===== src/rtl/game_scheduler.sv =====
// game_scheduler: round controller for the LED/switch reaction game.
// Times a round, spawns one pseudo-random idle LED per interval and reports round status.
// Ports:
//   clk, rst_n (async active-low)  start (level)  leds_active[NUM_LEDS] (LED feedback)
//   led_request/led_index (1-cycle spawn)  game_active, game_over, time_left[8]
module game_scheduler #(
  parameter int          CLK_PERIOD_NS = 50,
  parameter int          SPAWN_MS      = 1000,
  parameter int          GAME_SEC      = 30,
  parameter int          NUM_LEDS      = 18,
  parameter int          MAX_TRIES     = 8,
  parameter logic [15:0] LFSR_SEED     = 16'hACE1
) (
  input  logic                clk,
  input  logic                rst_n,
  input  logic                start,
  input  logic [NUM_LEDS-1:0] leds_active,
  output logic                led_request,
  output logic [4:0]          led_index,
  output logic                game_active,
  output logic                game_over,
  output logic [7:0]          time_left
);

  localparam longint SEC_RAW =
    longint'(1_000_000_000) / longint'(CLK_PERIOD_NS);
  localparam longint SPN_RAW =
    longint'(SPAWN_MS) * 1_000_000 / longint'(CLK_PERIOD_NS);
  localparam longint SEC_CYC = (SEC_RAW < 1) ? 1 : SEC_RAW;
  localparam longint SPN_CYC = (SPN_RAW < 2) ? 2 : SPN_RAW;

  localparam int SEC_W = (SEC_CYC > 1) ? $clog2(SEC_CYC) : 1;
  localparam int SPN_W = $clog2(SPN_CYC);
  localparam int TRY_W = (MAX_TRIES > 1) ? $clog2(MAX_TRIES) : 1;

  localparam logic [SEC_W-1:0] SEC_LAST = SEC_W'(SEC_CYC - 1);
  localparam logic [SPN_W-1:0] SPN_LAST = SPN_W'(SPN_CYC - 1);
  localparam logic [TRY_W-1:0] TRY_LAST = TRY_W'(MAX_TRIES - 1);
  localparam logic [7:0]       GS8      = 8'(GAME_SEC);
  localparam logic [5:0]       NL6      = 6'(NUM_LEDS);

  // an all-zero seed would lock the LFSR
  localparam logic [15:0] SEED =
    (LFSR_SEED == 16'h0000) ? 16'h0001 : LFSR_SEED;

  typedef enum logic [1:0] {
    S_IDLE,
    S_PLAY,
    S_PICK,
    S_OVER
  } state_t;

  state_t           r_state;
  logic [15:0]      r_lfsr;
  logic [SEC_W-1:0] r_sec_cnt;
  logic [SPN_W-1:0] r_spn_cnt;
  logic [TRY_W-1:0] r_tries;
  logic [7:0]       r_time_left;
  logic             r_led_request;
  logic [4:0]       r_led_index;
  logic             r_game_active;
  logic             r_game_over;

  state_t           w_state_nx;
  logic [15:0]      w_lfsr_nx;
  logic [SEC_W-1:0] w_sec_nx;
  logic [SPN_W-1:0] w_spn_nx;
  logic [TRY_W-1:0] w_try_nx;
  logic [7:0]       w_time_nx;
  logic             w_req_nx;
  logic [4:0]       w_idx_nx;

  logic [31:0]      w_leds;
  logic [4:0]       w_cand;
  logic             w_cand_ok;
  logic             w_sec_wrap;
  logic             w_spn_wrap;
  logic             w_expire;

  assign w_lfsr_nx = {1'b0, r_lfsr[15:1]}
                   ^ (r_lfsr[0] ? 16'hB400 : 16'h0000);

  // widened copy so out-of-range candidates never index past the bus
  assign w_leds    = 32'(leds_active);
  assign w_cand    = r_lfsr[4:0];
  assign w_cand_ok = ({1'b0, w_cand} < NL6) && !w_leds[w_cand];

  assign w_sec_wrap = (r_sec_cnt == SEC_LAST);
  assign w_spn_wrap = (r_spn_cnt == SPN_LAST);
  // the last second ending beats any spawn or pick on the same edge
  assign w_expire   = w_sec_wrap && (r_time_left <= 8'd1);

  always_comb begin
    w_state_nx = r_state;
    w_sec_nx   = r_sec_cnt;
    w_spn_nx   = r_spn_cnt;
    w_try_nx   = r_tries;
    w_time_nx  = r_time_left;
    w_req_nx   = 1'b0;
    w_idx_nx   = 5'd0;
    unique case (r_state)
      S_IDLE, S_OVER: begin
        if (start) begin
          w_state_nx = S_PLAY;
          w_time_nx  = GS8;
          w_sec_nx   = '0;
          w_spn_nx   = '0;
          w_try_nx   = '0;
        end
      end
      S_PLAY, S_PICK: begin
        w_sec_nx = w_sec_wrap ? '0 : r_sec_cnt + SEC_W'(1);
        if (w_expire) begin
          w_state_nx = S_OVER;
          w_time_nx  = 8'd0;
          w_spn_nx   = '0;
          w_try_nx   = '0;
        end else begin
          if (w_sec_wrap) begin
            w_time_nx = r_time_left - 8'd1;
          end
          if (r_state == S_PLAY) begin
            if (w_spn_wrap) begin
              w_state_nx = S_PICK;
              w_spn_nx   = '0;
              w_try_nx   = '0;
            end else begin
              w_spn_nx = r_spn_cnt + SPN_W'(1);
            end
          end else if (w_cand_ok) begin
            w_req_nx   = 1'b1;
            w_idx_nx   = w_cand;
            w_state_nx = S_PLAY;
            w_spn_nx   = '0;
            w_try_nx   = '0;
          end else if (r_tries == TRY_LAST) begin
            // every attempt hit a lit or invalid LED: skip this spawn
            w_state_nx = S_PLAY;
            w_spn_nx   = '0;
            w_try_nx   = '0;
          end else begin
            w_try_nx = r_tries + TRY_W'(1);
          end
        end
      end
      default: begin
        w_state_nx = S_IDLE;
      end
    endcase
  end

  always_ff @(posedge clk or negedge rst_n) begin
    if (!rst_n) begin
      r_state       <= S_IDLE;
      r_lfsr        <= SEED;
      r_sec_cnt     <= '0;
      r_spn_cnt     <= '0;
      r_tries       <= '0;
      r_time_left   <= 8'd0;
      r_led_request <= 1'b0;
      r_led_index   <= 5'd0;
      r_game_active <= 1'b0;
      r_game_over   <= 1'b0;
    end else begin
      r_state       <= w_state_nx;
      r_lfsr        <= w_lfsr_nx;
      r_sec_cnt     <= w_sec_nx;
      r_spn_cnt     <= w_spn_nx;
      r_tries       <= w_try_nx;
      r_time_left   <= w_time_nx;
      r_led_request <= w_req_nx;
      r_led_index   <= w_idx_nx;
      r_game_active <= (w_state_nx == S_PLAY)
                    || (w_state_nx == S_PICK);
      r_game_over   <= (w_state_nx == S_OVER);
    end
  end

  assign led_request = r_led_request;
  assign led_index   = r_led_index;
  assign game_active = r_game_active;
  assign game_over   = r_game_over;
  assign time_left   = r_time_left;

endmodule

===== config.mk =====
export PLATFORM = sky130hd
export DESIGN_NAME = game_scheduler
export DESIGN_NICKNAME = d
export VERILOG_FILES = /design/src/rtl/game_scheduler.sv
export SDC_FILE = /design/constraint.sdc
export NUM_CORES = 1
export LEC_CHECK = 0
export ABC_AREA = 0
export CAP_MARGIN = 20
export CELL_PAD_IN_SITES_DETAIL_PLACEMENT = 1
export CELL_PAD_IN_SITES_GLOBAL_PLACEMENT = 2
export CORE_UTILIZATION = 38
export DETAILED_ROUTE_END_ITERATION = 7
export GPL_ROUTABILITY_DRIVEN = 1
export PLACE_DENSITY = 0.89
export SLEW_MARGIN = 20
export SYNTH_ARGS = -nofsm -noshare
export SYNTH_HDL_FRONTEND = slang
export SYNTH_SLANG_ARGS = --single-unit

===== constraint.sdc =====
create_clock -name clk -period 3.33 [get_ports clk]
set_clock_uncertainty 0.2 [all_clocks]
set_input_delay 0.4995 -clock clk [delete_from_list [all_inputs] [get_ports clk]]
set_output_delay 0.4995 -clock clk [all_outputs]
set_load 0.05 [all_outputs]

Word-level counts from Yosys, hierarchy flattened. Cells that the tools add are included.

Bits in registers: 87. Bits of input ports: 21. Logic and storage cells: 79.

Add/sub/neg operators: 4. $lt $le $gt $ge: 3. Equal/unequal tests: 13. Mux-type cells: 38. Bitwise gates (word level): 1. Reductions and logical operators: 10.

Operators by type and width (number): $mux 25 (7); $pmux 25 s2 (2); $add 25x1->25 const B (2); $eq 25x25->1 const B (2); $mux 8 (3); $mux 5 (4); $mux 3 (6); $mux 16 (1); $pmux 8 s2 (1); $xor 15x16->16 (1); $mux 2 (6); $eq 2x2->1 const B (4); $le 8x1->1 const B (1); $sub 8x1->8 const B (1); $lt 5x6->1 const B (1); $pmux 3 s2 (1); $reduce_and 2->1 (3); $bmux 1 s5 (1); $lt 5x5->1 const B (1); $mux 1 (5); $ne 5x5->1 const B (1); $eq 2x1->1 const B (2); $ne 4x4->1 const B (1); $pmux 2 s2 (1); other kinds (9) (11).

Depth between registers and ports, before layout. Gate-level depths: netlist (run 1).

Depth in word-level cells: 10. Gate-level depth with buffers: 9. Gate-level depth less buffers: 8.

Least setup slack after synthesis (run 1). Ideal clock, no wire load.

Path type: register to register. From: register r_time_left[3], in the netlist time_left[3]. To: register r_spn_cnt[14]. Setup time: 126 ps. Data arrival time: 2621 ps. Data required time: 3004 ps. Slack: 383 ps. Cell stages (with the launch flop): 6. Period minus slack after synthesis: 2947 ps. Cells stage by stage: dfrtp_1 -> or4_4 -> or4_4 -> o311ai_4 -> o31ai_4 -> a221o_1.

Cells in the longest elaborated chain, start to end: 4. Elaborated cells on any way between the ends: 6.

RTL lines: from (decl) (RTL line 58) `logic [7:0] r_time_left;`; from (signal assigned) (RTL line 170) `r_time_left <= w_time_nx;`; $le 8x1->1 (*) (RTL line 91) `assign w_expire = w_sec_wrap && (r_time_left <= 8'd1);`; $logic_and 1x1->1 (*) (RTL line 91); $ne 5x5->1 (no source line) / $mux 25 (equally long branches); $reduce_and 2->1 (no source line) / $pmux 25 s2 (equally long branches); to (signal assigned) (RTL line 168) `r_spn_cnt <= w_spn_nx;`; to (decl) (RTL line 56) `logic [SPN_W-1:0] r_spn_cnt;`.

Mark *: on every way between the ends. The rest lies on a longest branch, timed or not. A chain may end at the register's enable or synchronous reset.

Worst setup path in the final report (run 1).
From: register r_time_left[3], in the netlist time_left[3]. To: register r_game_active, in the netlist game_active.

Cells in the longest elaborated chain, start to end: 6. Elaborated cells on any way between the ends: 7.

RTL lines: $le 8x1->1 (*) (RTL line 91); $logic_and 1x1->1 (*) (RTL line 91); $mux 2 (*) (RTL line 113) `if (w_expire) begin`; $pmux 2 s2 (*) (RTL line 101) `unique case (r_state)`; named net w_state_nx[0] (RTL line 64) `state_t w_state_nx;`; $eq 2x1->1 / $eq 2x2->1 (equally long branches) (RTL line 173, 174); $logic_or 1x1->1 (*) (RTL line 174) `|| (w_state_nx == S_PICK);`; to (signal assigned) (RTL line 173) `r_game_active <= (w_state_nx == S_PLAY)`; to (decl) (RTL line 61) `logic r_game_active;`.

The timed path passes the listed nets; every way through them passes the cells marked *.

==> results.py, run 1 <==
metrics = {
    "outcome": {
        "status": "completed",
    },
    "clocking": {
        "cts_tree": "done",
        "clock-sinks": 87,
        "path_clk_slew_ps": 70,
        "cts_resized": 0,
        "cts_root_buf": "clkbuf_16",
        "cts-htree-levels": 3,
        "cts_max_path_buffers": 2,
        "clkLatencyLatePin_ps": 360,
        "cts_buffers": 9,
    },
    "setup_path": {
        "rr_worst_depth": 6,
        "rrSetupSlack_ps": 380,
        "max_stage_delay_ps": 580,
        "cp_max_fo": 9,
        "crit_path_start_kind": "flop",
        "path_cells": "or4_4, nor4_2, a31oi_1, and4b_1, a211oi_1, ha_1",
        "endpoint_kind": "flop",
        "required_ps": 3370,
        "crit_arrival_ps": 2990,
        "critical-path-top-delay-family": "simple AND/OR/NAND/NOR gates",
        "crit_path_top_delay_cell": "or4_4",
        "rr_endpoint": "game_active",
        "path_class": "flop to flop",
        "critPathBufInv": 0,
        "worstReg2RegStart": "time_left[3]",
        "crit_start": "time_left[3]",
    },
    "synth": {
        "yosys.area.top_type": "dfrtp_1",
        "async_flop_share_pct": 100,
        "seq_area_frac_synth_pct": 45.8,
        "synth_most_common_cell": "dfrtp_1",
        "synth_top_family_by_area": "simple AND/OR/NAND/NOR gates",
        "synth-seq-cells": 87,
        "synthFlopType": "dfrtp_1",
        "synth_area_um2": 4770,
        "synth-xor-area-share_pct": 2.02,
        "synth_fp_nets": 523,
        "synthesis.instances": 493,
        "ys_types": 60,
        "ys.warnings.count": 0,
        "synth_fa_ha_area_share_pct": 2.36,
        "synthMuxAreaShare_pct": 3.80,
        "synth_top_area_share_pct": 41.4,
        "synth_simple_gate_area_share_pct": 25.5,
        "synth_compound_area_share_pct": 16.7,
        "netlist_top_cells_count": "dfrtp_1, nand2_1, inv_1, o21ai_0, nand3_1",
        "syn_area_per_cell_um2": 9.68,
        "synth_edf_count": 0,
        "synth_area_leaders": "dfrtp_1, dfstp_2, nand2_1",
    },
    "timing": {
        "hold_violations": 0,
        "worst_pin_slew_ps": 1120,
        "min_period_ps": 2950,
        "slew_violations": 0,
        "setup_ws_ps": 379,
        "setup_tns_ps": 0,
        "rsz0062_at_grt": "false",
        "slew_headroom_pct": 25.1,
        "whs_ps": 157,
        "clock.fmax_mhz": 339,
        "finalSetupViolations": 0,
        "fin_crit_sh_pct": 88.6,
    },
    "floorplanning": {
        "row_count": 40,
        "core-area_um2": 12100,
        "ios": 37,
        "die_x_um": 114,
        "dieArea_um2": 13000,
        "die_h_um": 114,
        "start_util_pct": 39.4,
    },
    "route": {
        "first_iter_violations": 229,
        "via_per_inst": 5.84,
        "ant_nets": 0,
        "drc": 0,
        "dr.pass1.iters": 4,
        "wl_mm": 13.6,
        "wl_per_cell_um": 19.0,
        "vias": 4168,
    },
    "power": {
        "ir_drop_mv": 0.306,
        "power_density_nw_per_um2": 398,
        "p_leak_nw": 2.42,
    },
    "hold_path": {
        "hold_depth": 0,
        "hp-class": "flop to flop",
        "hold_end": "r_lfsr[11]",
        "hp-start": "r_lfsr[12]",
    },
    "finish": {
        "final_layout_size_suffix_gt1_share_pct": 11.4,
        "antenna_cells": 0,
        "syn_to_final_growth_pct": 19.7,
        "fin_util_pct": 47.2,
        "finalNonFillerCells": 714,
        "nNetsFinal": 571,
    },
    "place": {
        "dp_slack_ps": 324,
        "place.gp.congestion": 0.806,
        "hpwlAfterDp_mm": 9.62,
        "numPlacedInstances": 697,
        "io_buffers": 36,
    },
    "global_routing": {
        "track_usage_pct": 23.0,
        "grt_max_degree": 48,
        "antenna_found_initial": 0,
        "grt_pass1_vias": 4473,
        "grt_overflow": 0,
        "grt_pass1_wl_mm": 23.1,
    },
    "run": {
        "cap_violations": 0,
    },
}
-- cell families (layout without fill, tap and decap cells) --
family          Yosys count  after routing
compound gates          109            109
buf+inv                  47            100
fa+ha+maj                 9              9
simple gates            217            217
flops                    87             87
mux                      13             13
xor+xnor                 11             11
-- how the worst max path moves through the flow --
stage | end | cells past startpoint
after global placement | game_active | 7
after floorplan | r_spn_cnt[14] | 5
final | game_active | 6
after CTS | game_active | 6
after global routing | game_active | 6
after detailed placement | game_active | 7
-- registers in the layout, summed over array words and instances (netlist names) --
signal	count
r_spn_cnt	25
r_state	2
game_active	1
r_lfsr	16
led_index	5
game_over	1
time_left	8
r_sec_cnt	25
r_tries	3
led_request	1
-- metal layers --
metal / up-vias / part of all wire, % / track usage (%)
li1: 1970 / - / -
met1: 2132 / 44 / 26.8
met2: 46 / 52 / 41.8
met3: 20 / 2.0 / 4.39
met4: 0 / 1.9 / 8.40
met5: - / 0 / 0
-- cell usage in the layout (no fill, tap or decap), drive strengths merged, types with 4 or more instances in the layout --
| cell | synthesis | final |
|---|---|---|
| inv | 30 | 34 |
| nor2 | 22 | 22 |
| o22ai | 7 | 7 |
| a22o | 4 | 4 |
| nand2 | 47 | 47 |
| a31oi | 6 | 6 |
| dfstp | 8 | 8 |
| mux2i | 8 | 8 |
| nand4 | 25 | 25 |
| xor2 | 4 | 4 |
| clkbuf | 14 | 9 |
| or4 | 12 | 12 |
| o21ai | 31 | 31 |
| and4 | 7 | 7 |
| a21oi | 14 | 14 |
| a221o | 7 | 7 |
| a21o | 4 | 4 |
| nand3 | 29 | 29 |
| clkdlybuf4s50 | 0 | 35 |
| nor4 | 14 | 14 |
| ha | 9 | 9 |
| mux4 | 4 | 4 |
| buf | 3 | 18 |
| xnor2 | 7 | 7 |
| nand2b | 7 | 7 |
| o221ai | 13 | 13 |
| dfrtp | 79 | 79 |
| nor3 | 16 | 16 |
| or3 | 12 | 12 |
| and2 | 8 | 8 |
| o211ai | 5 | 5 |
-- layout make-up --
| class | count | area [um2] |
|---|---|---|
| multi-input cells | 359 | 2410 |
| repair buffers | 54 | 508 |
| well taps | 168 | 210 |
| clock buffers | 9 | 225 |
| fillers | 1416 | 6400 |
| inverters | 30 | 113 |
| flip-flops and latches | 87 | 2190 |
| clock inverters | 7 | 63.8 |
-- where the power goes --
part	switching [mW]	total (mW)	internal, mW
clock network	0.493	1.02	0.523
logic	0.0706	0.129	0.0584
registers	0.0441	1.13	1.08
-- stage by stage --
| stage | cell area [um2] | power (mW) |
|---|---|---|
| 2_1_floorplan | 4770 | 1.20 |
| 3_3_place_gp | 5410 | 1.27 |
| 3_5_place_dp | 5410 | 1.28 |
| 4_1_cts | 5710 | 2.30 |
| 5_1_grt | 5710 | 2.36 |
| 6_report | 5710 | 2.27 |
-- timing repair --
action / in CTS / in global routing
hold buffers: 1 / 0
buffers inserted: 0 / 0
endpoints found under the hold margin: 35 / 0
(Power assumes the default switching activity.)
==> run 2, diff against run 1 <==
CORE_UTILIZATION = 39   (was 38)
CTS_BUF_LIST = sky130_fd_sc_hd__clkbuf_8   (was default)
PLACE_DENSITY = 0.9   (was 0.89)
clock period = 3.16 ns   (was 3.33 ns; I/O delays follow)
==> results.py, run 2 (synthesis gave the netlist of run 1 again) <==
metrics = {
    "outcome": {
        "status": "completed",
    },
    "power": {
        "pwr-share-clk_pct": 37.4,
        "switching_share_pct": 28.3,
        "power_density_nw_per_um2": 375,
        "p_leak_nw": 2.42,
        "seq_power_share_pct": 56.2,
        "power.internal_mw": 1.52,
        "comb_power_share_pct": 6.4,
        "netSwitchingPower_mw": 0.600,
        "ir_drop_mv": 0.297,
    },
    "setup_path": {
        "crit_path_start_kind": "flop",
        "path_class": "flop to flop",
        "crit_arrival_ps": 2940,
        "required_ps": 3240,
        "cp_max_fo": 8,
        "endpoint_kind": "flop",
    },
    "clocking": {
        "clock-sinks": 87,
        "cts_tree": "done",
        "cts_root_buf": "clkbuf_8",
        "cts_hold_buf": 1,
        "path_clk_slew_ps": 100,
        "cts_max_path_buffers": 2,
        "cts_resized": 0,
        "cts-htree-levels": 3,
        "post-cts-setup-buffers": 0,
        "clkLatencyLatePin_ps": 380,
        "cts_buffers": 9,
    },
    "timing": {
        "slew_headroom_pct": 32.2,
        "fin_crit_sh_pct": 90.5,
        "finalSetupViolations": 0,
        "worst_pin_slew_ps": 1010,
        "rsz0062_at_grt": "false",
        "hold_violations": 0,
        "clock.fmax_mhz": 350,
        "slew_violations": 0,
        "setup_tns_ps": 0,
        "min_period_ps": 2860,
    },
    "hold_path": {
        "hp-class": "flop to flop",
    },
    "finish": {
        "layout_common_cells": "dfrtp_1, nand2_1, clkdlybuf4s50_1, inv_1, o21ai_0",
        "multi_input_area_um2": 2410,
        "fillerInstances": 1355,
        "fin_util_pct": 47.2,
        "layout_commonest_cell": "dfrtp_1",
        "antenna_cells": 0,
        "reg_top3": "r_sec_cnt x25, r_spn_cnt x25, r_lfsr x16",
        "regArea_um2": 2190,
        "nNetsFinal": 578,
        "final_layout_size_suffix_gt1_share_pct": 12.5,
        "syn_to_final_growth_pct": 18.2,
    },
    "global_routing": {
        "grt_pass1_vias": 4401,
        "track_usage_pct": 22.4,
        "grt_pass1_wl_mm": 22.3,
        "grt_overflow": 0,
        "antenna_found_initial": 0,
        "grt_max_degree": 46,
    },
    "route": {
        "ant_nets": 0,
        "wl_mm": 13.0,
        "dr.pass1.iters": 4,
        "drc": 0,
        "via_per_inst": 5.95,
        "wl_per_cell_um": 18.6,
        "first_iter_violations": 207,
        "vias": 4168,
    },
    "place": {
        "place.gp.congestion": 0.830,
        "hpwlAfterDp_mm": 9.67,
        "io_buffers": 36,
    },
    "floorplanning": {
        "start_util_pct": 39.9,
        "die_h_um": 113,
        "ios": 37,
        "dieArea_um2": 12700,
        "die_x_um": 113,
        "row_count": 40,
        "core-area_um2": 12000,
    },
    "run": {
        "cap_violations": 0,
    },
}
-- run 2: worst paths after layout --
check	from	to	slack, ps	cells after the start
min	r_lfsr[9]	r_lfsr[8]	160	0
max in group asynchronous	rst_n	r_lfsr[0]	1630	3
max reg2reg	time_left[4]	r_spn_cnt[21]	300	5
min reg2reg	r_lfsr[9]	r_lfsr[8]	160	0
min in group asynchronous	rst_n	r_lfsr[8]	410	2
max	time_left[4]	r_spn_cnt[21]	300	5
-- run 2: metrics by stage --
stage	power, mW	hold WS, ps	setup slack (ps)	instance area (um2)	cells
4_1_cts	2.15	163	293	5640	700
3_3_place_gp	1.34	136	340	5440	683
6_report	2.12	161	300	5640	700
3_5_place_dp	1.35	142	278	5440	683
5_1_grt	2.21	171	94.3	5640	700
2_1_floorplan	1.27	-21.6	213	4770	493
-- run 2: final cells by class --
cell class                 instances  area share, %
multi-input combinational        359           42.6
sequential                        87           38.8
timing repair buffer              61           9.93
tap                              147           3.26
clock buffer                       9           2.20
inverter                          30           2.00
clock inverter                     7           1.22
-- run 2: power groups by stage --
stage          Sequential, mW  Combinational [mW]  Clock, mW
2_1_floorplan            1.19              0.0734          0
5_1_grt                  1.20               0.151      0.860
3_3_place_gp             1.21               0.131          0
3_5_place_dp             1.21               0.137          0
6_report                 1.19               0.135      0.792
4_1_cts                  1.19               0.138      0.819
-- run 2: critical path: stages (launching register included) --
cell and delay [ps]:
dfrtp_1 450, or4_4 530, or4_4 550, o311ai_4 440
o31ai_4 200, a221o_1 390
-- run 2: per-layer routing --
metal / GRT usage [%] / vias up / share of wire, %
met1: 26.2 / 2120 / 43
met5: 0 / - / 0
met3: 4.59 / 14 / 2.0
met4: 7.47 / 0 / 1.5
li1: - / 1994 / -
met2: 40.8 / 40 / 54
==> run 3, diff against run 2 <==
GPL_ROUTABILITY_DRIVEN = default   (was 1)
==> results of run 3 <==
The final DEF is identical to that of run 2; final timing and power are the same.
